## src/rtl/rib_timer_if.sv

```systemverilog
// rib_timer_if: RIB slave-3 port as seen by the timer peripheral.
// The bus (master) drives address, write data and write strobe. The timer
// (slave) returns combinational read data and a level interrupt request.
// Handshake: there is no valid/ready pair. A write commits at every rising
// edge where we_i is high. data_o is valid in every cycle for the current
// addr_i. An idle bus presents addr_i=0 with we_i=0.
interface rib_timer_if #(
   parameter int ADDR_W = 32,
   parameter int DATA_W = 32
);
   logic [ADDR_W-1:0] addr_i;
   logic [DATA_W-1:0] data_i;
   logic              we_i;
   logic [DATA_W-1:0] data_o;
   logic              int_sig_o;

   modport master (
      output addr_i,
      output data_i,
      output we_i,
      input  data_o,
      input  int_sig_o
   );

   modport slave (
      input  addr_i,
      input  data_i,
      input  we_i,
      output data_o,
      output int_sig_o
   );
endinterface

```

## src/rtl/rib_timer.sv

```systemverilog
// rib_timer: memory-mapped 32-bit compare timer for RIB slave 3.
// Register map, decoded from addr_i[3:2]:
//   0x0 CTRL  : EN(0) IE(1) PEND(2, W1C) ONESHOT(3) PSC(31:16, optional)
//   0x4 COUNT : current count
//   0x8 CMP   : compare value
//   0xC       : reads 0, writes ignored
// On each tick COUNT advances. When COUNT equals CMP, COUNT returns to 0 and
// PEND is set. int_sig_o = PEND & IE, taken from registers only.
// Optional feature macro: RIB_TIMER_PRESCALER_EN. When it is defined,
// CTRL[31:16] holds PSC and a tick fires once every PSC+1 enabled cycles.
module rib_timer #(
   parameter int ADDR_W = 32,
   parameter int DATA_W = 32
) (
   input  logic        clk,
   input  logic        rst,
   rib_timer_if.slave  bus
);

   localparam logic [1:0] REG_CTRL  = 2'd0;
   localparam logic [1:0] REG_COUNT = 2'd1;
   localparam logic [1:0] REG_CMP   = 2'd2;

   // Address decode. Only bits [3:2] select a register.
   logic [ADDR_W-1:0] addr;
   logic [DATA_W-1:0] wdata;
   logic [1:0]        reg_sel;
   logic              wr_ctrl;
   logic              wr_count;
   logic              wr_cmp;

   assign addr     = bus.addr_i;
   assign wdata    = bus.data_i;
   assign reg_sel  = addr[3:2];
   assign wr_ctrl  = bus.we_i && (reg_sel == REG_CTRL);
   assign wr_count = bus.we_i && (reg_sel == REG_COUNT);
   assign wr_cmp   = bus.we_i && (reg_sel == REG_CMP);

   // The undecoded address bits and some write-data bits are ignored on purpose.
   logic unused_bits;
   assign unused_bits = ^{addr[ADDR_W-1:4], addr[1:0], wdata};

   // Register state
   logic              en_q,      en_d;
   logic              ie_q,      ie_d;
   logic              pend_q,    pend_d;
   logic              oneshot_q, oneshot_d;
   logic [DATA_W-1:0] count_q,   count_d;
   logic [DATA_W-1:0] cmp_q,     cmp_d;

   logic              tick;
   logic              expire;

`ifdef RIB_TIMER_PRESCALER_EN
   logic [15:0]       psc_q,   psc_d;
   logic [15:0]       pscnt_q, pscnt_d;

   // A tick fires when the prescale counter reaches PSC. The period is PSC+1.
   always_comb begin
      tick = en_q && (pscnt_q == psc_q);
   end

   // The prescale counter runs only while enabled and restarts on any CTRL write.
   always_comb begin
      pscnt_d = pscnt_q + 16'd1;
      psc_d   = psc_q;
      if (!en_q || wr_ctrl || tick) begin
         pscnt_d = 16'd0;
      end
      if (wr_ctrl) begin
         psc_d = wdata[31:16];
      end
   end

   // Prescaler registers
   always_ff @(posedge clk) begin
      if (rst) begin
         psc_q   <= 16'd0;
         pscnt_q <= 16'd0;
      end else begin
         psc_q   <= psc_d;
         pscnt_q <= pscnt_d;
      end
   end
`else
   // Without a prescaler, every enabled cycle is a tick.
   always_comb begin
      tick = en_q;
   end
`endif

   // Expiry uses the CMP value that is already registered, so a CMP write
   // takes effect on the following cycle's compare.
   always_comb begin
      expire = tick && (count_q == cmp_q);
   end

   // Next-state logic. A software write has priority over the tick update,
   // except for PEND, where an expiry wins over a W1C clear.
   always_comb begin
      en_d      = en_q;
      ie_d      = ie_q;
      pend_d    = pend_q;
      oneshot_d = oneshot_q;
      count_d   = count_q;
      cmp_d     = cmp_q;

      if (tick) begin
         if (expire) begin
            count_d = '0;
         end else begin
            count_d = count_q + 1'b1;
         end
      end
      if (expire && oneshot_q) begin
         en_d = 1'b0;
      end

      if (wr_ctrl) begin
         en_d      = wdata[0];
         ie_d      = wdata[1];
         oneshot_d = wdata[3];
         if (wdata[2]) begin
            pend_d = 1'b0;
         end
      end
      if (expire) begin
         pend_d = 1'b1;
      end

      if (wr_count) begin
         count_d = wdata;
      end
      if (wr_cmp) begin
         cmp_d = wdata;
      end
   end

   // Timer registers. Reset clears all state.
   always_ff @(posedge clk) begin
      if (rst) begin
         en_q      <= 1'b0;
         ie_q      <= 1'b0;
         pend_q    <= 1'b0;
         oneshot_q <= 1'b0;
         count_q   <= '0;
         cmp_q     <= '0;
      end else begin
         en_q      <= en_d;
         ie_q      <= ie_d;
         pend_q    <= pend_d;
         oneshot_q <= oneshot_d;
         count_q   <= count_d;
         cmp_q     <= cmp_d;
      end
   end

   // Read mux. It is combinational from addr_i and has no side effects.
   logic [DATA_W-1:0] ctrl_rd;
   logic [DATA_W-1:0] rdata;

   always_comb begin
      ctrl_rd      = '0;
      ctrl_rd[0]   = en_q;
      ctrl_rd[1]   = ie_q;
      ctrl_rd[2]   = pend_q;
      ctrl_rd[3]   = oneshot_q;
`ifdef RIB_TIMER_PRESCALER_EN
      ctrl_rd[31:16] = psc_q;
`endif
      rdata = '0;
      case (reg_sel)
         REG_CTRL:  rdata = ctrl_rd;
         REG_COUNT: rdata = count_q;
         REG_CMP:   rdata = cmp_q;
         default:   rdata = '0;
      endcase
   end

   assign bus.data_o    = rdata;
   assign bus.int_sig_o = pend_q & ie_q;

endmodule

```

## src/flat_wrapper.sv

```systemverilog
// flat-port wrapper written by rule: the top's interface ports become plain ports
module rib_timer_flat 
#(
   parameter int ADDR_W = 32,
   parameter int DATA_W = 32
)
  (clk, rst, bus_addr_i, bus_data_i, bus_we_i, bus_data_o, bus_int_sig_o);
  rib_timer_if #(.ADDR_W(ADDR_W), .DATA_W(DATA_W)) bus_i ();
  input  logic clk;
  input  logic rst;
  input wire logic [$bits(bus_i.addr_i)-1:0] bus_addr_i;
  input wire logic [$bits(bus_i.data_i)-1:0] bus_data_i;
  input wire logic [$bits(bus_i.we_i)-1:0] bus_we_i;
  output wire logic [$bits(bus_i.data_o)-1:0] bus_data_o;
  output wire logic [$bits(bus_i.int_sig_o)-1:0] bus_int_sig_o;
  assign bus_i.addr_i = bus_addr_i;
  assign bus_i.data_i = bus_data_i;
  assign bus_i.we_i = bus_we_i;
  assign bus_data_o = bus_i.data_o;
  assign bus_int_sig_o = bus_i.int_sig_o;
  rib_timer #(.ADDR_W(ADDR_W), .DATA_W(DATA_W)) u_core (.clk(clk), .rst(rst), .bus(bus_i));
endmodule
```

## config.mk

```make
export PLATFORM = sky130hd
export DESIGN_NAME = rib_timer_flat
export DESIGN_NICKNAME = d
export VERILOG_FILES = /design/src/rtl/rib_timer_if.sv /design/src/rtl/rib_timer.sv /design/src/flat_wrapper.sv
export SDC_FILE = /design/constraint.sdc
export NUM_CORES = 1
export LEC_CHECK = 0
export BUFFER_PORTS_ARGS = -buffer_cell sky130_fd_sc_hd__buf_4
export CAP_MARGIN = 20
export CORE_MARGIN = 3
export CORE_UTILIZATION = 50
export DETAILED_ROUTE_END_ITERATION = 10
export HOLD_SLACK_MARGIN = 0.15
export PLACE_DENSITY = 0.84
export SLEW_MARGIN = 20
export SYNTH_ARGS = -nofsm -noshare
export SYNTH_HDL_FRONTEND = slang
export SYNTH_SLANG_ARGS = --single-unit
```

## constraint.sdc

```tcl
create_clock -name clk -period 4.05 [get_ports clk]
set_input_delay 0 -clock clk [delete_from_list [all_inputs] [get_ports clk]]
set_output_delay 0 -clock clk [all_outputs]
set_load 0.05 [all_outputs]
```

# Word-level counts from Yosys, hierarchy flattened
# Cells that the tools add are included.
totals:
  reg_bits: 68
  inputBits: 67
  out_inout_bits: 33
  word_cells: 31
classes:
  add_sub_neg: 1
  n_eq_ne: 3
  n_mux: 9
  bitwise_logic: 1
  n_reduce_logical: 11
op_table:
  columns: ["cell", "n"]
  rows:
  - ["32-bit 2-to-1 mux", 3]
  - ["32-bit one-hot mux with 3 select lines", 1]
  - ["32-bit by 1-bit adder with 32-bit output (second input constant)", 1]
  - ["32-bit == test", 1]
  - ["2-bit nonzero test", 4]
  - ["1-bit logical AND", 5]
  - ["1-bit 2-to-1 mux", 5]
  - ["2-bit by 1-bit == test with 1-bit output (second input constant)", 1]
  - ["2-bit == test (second input constant)", 1]
  - ["2-bit logical NOT", 1]
  - ["2-bit AND reduction", 1]
  - ["1-bit bitwise AND", 1]

# Longest topological paths before layout
depth:
  word_depth: 5
  mapped_depth: 9
  depth_no_buf: 7

# Worst setup path after synthesis
# OpenSTA, ideal clock, no wires.
synth_timing:
  path_kind: "register to output"
  from: "reg u_core.en_q"
  to: "out bus_data_o[0]"
  arrival_time_ns: 2.046
  required_time_ns: 4.050
  setup_slack_ns: 2.004
  stages_incl_launch_ff: 5
  n_path_buf: 2
  cell_sequence: "dfxtp_1 -> clkbuf_1 -> buf_1 -> mux2i_1 -> o21ai_0"
synth_via:
  elab_chain_len: 1
synth_rtl:
  columns: ["item", "line_no", "rtl"]
  rows:
  - ["start, declared", "rib_timer.sv:44", "logic en_q, en_d;"]
  - ["start signal, assigned", "rib_timer.sv:149", "en_q <= en_d;"]
  - ["32-bit one-hot mux with 3 select lines", "rib_timer.sv:172", "case (reg_sel)"]
  - ["end, declared", "flat_wrapper.sv:14", "output wire logic [$bits(bus_i.data_o)-1:0] bus_data_o;"]
# No other way between the ends.

# Worst setup path after layout
layout_timing:
  from: "reg u_core.count_q[17]"
  to: "reg u_core.count_q[0]"
layout_via:
  elab_chain_len: 5
layout_rtl:
  columns: ["item", "line_no", "rtl"]
  rows:
  - ["start, declared", "rib_timer.sv:48", "logic [DATA_W-1:0] count_q, count_d;"]
  - ["start signal, assigned", "rib_timer.sv:153", "count_q <= count_d;"]
  - ["32-bit == test", "rib_timer.sv:95", "expire = tick && (count_q == cmp_q);"]
  - ["1-bit logical AND", "rib_timer.sv:95", null]
  - ["32-bit 2-to-1 mux", "rib_timer.sv:109", "if (expire) begin"]
  - ["32-bit 2-to-1 mux", "rib_timer.sv:108", "if (tick) begin"]
  - ["32-bit 2-to-1 mux", "rib_timer.sv:131", "if (wr_count) begin"]
# No other way between the ends. The select of a mux whose other input is x is not followed.
# A chain may end at the register's enable or synchronous reset.

==> flow_metrics.py <==
metrics = {
    "sta": {
        "rsz0062_at_grt": "false",
        "post-route-min-period_ns": 2.629,
        "tightestPinTransition_ns": 0.8019,
        "worst_hold_slack_ns": 0.1738,
        "drv_slew": 0,
        "skew_ns": 0.01561,
        "finalSetupViolations": 0,
        "setup-tns-final_ns": 0,
        "max_freq_mhz": 380.4,
        "slew_headroom_pct": 46.30,
        "post-route-period-util_pct": 64.90,
        "hold_violations": 0,
    },
    "power": {
        "sw_frac_of_total_pct": 28.14,
        "switchingPower_uw": 420.9,
        "p_clk_share_pct": 35.2,
        "seq_power_share_pct": 48.3,
        "pwr-share-comb_pct": 16.6,
        "power.leakage_uw": 0.002129,
        "powerDensity_nw_per_um2": 288.5,
        "power.total_uw": 1496,
        "ir_drop_v": 0.0001712,
        "intPower_uw": 1075,
    },
    "routing": {
        "wl_met1_mm": 4.990,
        "drtAntennaViolNets": 0,
        "routed.top_layer": "met4",
        "route.detailed.drc": 0,
        "via_count": 4271,
        "wl_met3_mm": 1.060,
        "drt_iter0_drc": 298,
        "dr.pass1.iters": 5,
        "wl_mm": 12.14,
        "viasPerCell": 5.973,
        "wl_per_cell_um": 16.98,
        "dr_wl_met2_mm": 5.811,
    },
    "clocking": {
        "cts_tree": "done",
        "clockBufferDepth": 2,
        "numClockSinks": 68,
        "cts_root_buf": "clkbuf_8",
        "htreeDepth": 3,
        "insertion_delay_ns": 0.35,
        "numCtsBuffers": 9,
        "clkTransAtPathRegs_ns": 0.07,
        "cts_setup_buffers": 0,
    },
    "grt": {
        "grt_first_pass_wirelength_mm": 19.53,
        "grt_max_degree": 70,
        "grt_pass1_vias": 4010,
        "antenna_found_initial": 0,
        "grtUsageTotal_pct": 25.08,
        "grt-ovfl-total": 0,
    },
    "critical_path": {
        "end_kind": "flop",
        "start_kind": "flop",
        "crit_required_ns": 4.25,
        "cp.arrival_ns": 2.83,
        "crit_fanout": 18,
        "crit_type": "reg2reg",
    },
    "layout": {
        "syn_to_final_growth_pct": 24.23,
        "diodes": 0,
        "fillers": 660,
        "finalNetCount": 678,
        "seqCellArea_sq_um": 1361,
        "final_cell_mix": "81 x a21oi_1, 80 x nand2_1, 76 x buf_4, 68 x dfxtp_1, 36 x xor2_1",
        "post-route-util_pct": 65.39,
        "final_common_cell": "a21oi_1",
        "final_cell_area_sq_um": 5184,
        "layout-drive-gt1-share_pct": 16.64,
        "multi_input_area_sq_um": 2580,
    },
    "placement": {
        "place_area_sq_um": 4662,
        "io_buffers": 69,
        "gp_congestion": 0.8684,
        "hpwl_mm": 7.833,
    },
    "outcome": {
        "outcome": "completed",
    },
    "die": {
        "die_height_um": 97.36,
        "pin_count": 100,
        "floorplan.rows": 32,
        "chipWidth_um": 97.36,
        "start_util_pct": 52.64,
        "die_area_sq_um": 9478,
        "core-area_sq_um": 7928,
    },
    "hold_path": {
        "hold_class": "in2reg",
    },
    "yosys": {
        "async_reset_ff_share_pct": 0,
        "synth-seq-cells": 68,
        "syn_inst": 539,
        "synth_area_sq_um": 4173,
        "synth-main-ff-cell": "dfxtp_1",
        "synth_edf_count": 0,
        "yosysWarningCount": 0,
        "synth_nets": 607,
        "syn_area_per_cell_sq_um": 7.742,
        "synth-seq-area-share_pct": 32.62,
        "ys_types": 39,
    },
    "job": {
        "drv_cap": 0,
    },
}
==> synth_stat cells, types with 5 or more instances <==
cell | count | area, sq um
a21oi_1 | 81 | 405.4
nand2_1 | 81 | 304.0
dfxtp_1 | 68 | 1361
xor2_1 | 36 | 315.3
nand3_1 | 34 | 170.2
clkbuf_1 | 32 | 120.1
a22o_1 | 30 | 262.8
nor3b_1 | 27 | 202.7
xnor2_1 | 22 | 192.7
buf_2 | 15 | 75.07
nor2_1 | 14 | 52.55
o21ai_0 | 10 | 50.05
nor3_1 | 9 | 45.04
nand4_1 | 8 | 50.05
nor2b_1 | 7 | 43.79
nor4_1 | 7 | 43.79
o21ai_1 | 7 | 35.03
mux2i_1 | 6 | 60.06
and2_1 | 5 | 31.28
inv_1 | 5 | 18.77
==> what timing repair did <==
item / in CTS / in global routing
resized for setup: 0 / 0
endpoints found under the hold margin: 67 / 0
hold buffers: 35 / 0
==> per-layer routing <==
layer | vias to the layer above | global-route usage [%]
met1 | 2025 | 31.22
met2 | 194 | 42.30
met4 | 0 | 8.946
met3 | 27 | 5.958
met5 | - | 0
li1 | 2025 | -
==> flip-flops by register name (all words and copies together), names as in the netlist <==
register,count
u_core.cmp_q,32
u_core.count_q,32
u_core.en_q,1
u_core.ie_q,1
u_core.oneshot_q,1
u_core.pend_q,1
==> power by group through the flow <==
stage                     Clock (uW)  Combinational [uW]  Sequential, uW
after floorplan                    0                 149             723
after global placement             0                 213             733
after detailed placement           0                 217             736
after CTS                        531                 245             720
after global routing             559                 267             724
final                            526                 248             722
==> final cells by class <==
| cell class | count | area share, % |
|---|---|---|
| clock inverter | 3 | 0.7724 |
| multi-input combinational | 414 | 49.77 |
| inverter | 6 | 0.4345 |
| clock buffer | 11 | 2.534 |
| tap | 102 | 2.462 |
| sequential | 68 | 26.26 |
| timing repair buffer | 111 | 17.76 |
==> critical path, stage by stage, from the launching register on <==
cell     delay, ns
dfxtp_1       0.46
xor2_1        0.17
nor4_1        0.47
nand4_1       0.15
or3_1         0.63
buf_4         0.34
a31oi_1       0.20
nor3_1        0.07
==> metrics by stage <==
| step | instances | setup slack, ns |
|---|---|---|
| global route | 715 | 1.208 |
| detailed placement | 666 | 1.477 |
| floorplan | 539 | 2.004 |
| global placement | 666 | 1.578 |
| CTS | 715 | 1.460 |
| finish | 715 | 1.421 |
==> final timing paths <==
| kind | depth (start not counted) | to | slack (ns) | from |
|---|---|---|---|---|
| worst min register to register | 2 | u_core.pend_q$_SDFFE_PP0P_ | 0.48 | u_core.pend_q$_SDFFE_PP0P_ |
| worst min-delay path | 5 | u_core.pend_q$_SDFFE_PP0P_ | 0.17 | bus_addr_i[3] |
| worst max register to register | 7 | u_core.count_q[0]$_SDFFE_PP0P_ | 1.42 | u_core.count_q[17]$_SDFFE_PP0P_ |
| worst max-delay path | 7 | u_core.count_q[0]$_SDFFE_PP0P_ | 1.42 | u_core.count_q[17]$_SDFFE_PP0P_ |
==> kinds of logic after synthesis <==
family | count (synthesis) | synth area share, %
AOI/OAI and AO/OA | 139 | 20.33
DFF | 68 | 32.62
buffers and inverters | 57 | 5.757
adders and majority gates | 1 | 0.2998
muxes | 6 | 1.439
xor gates and xnor gates | 58 | 12.17
and+or+nand+nor | 210 | 27.38
Note: power is estimated with default switching activity, not from simulation.
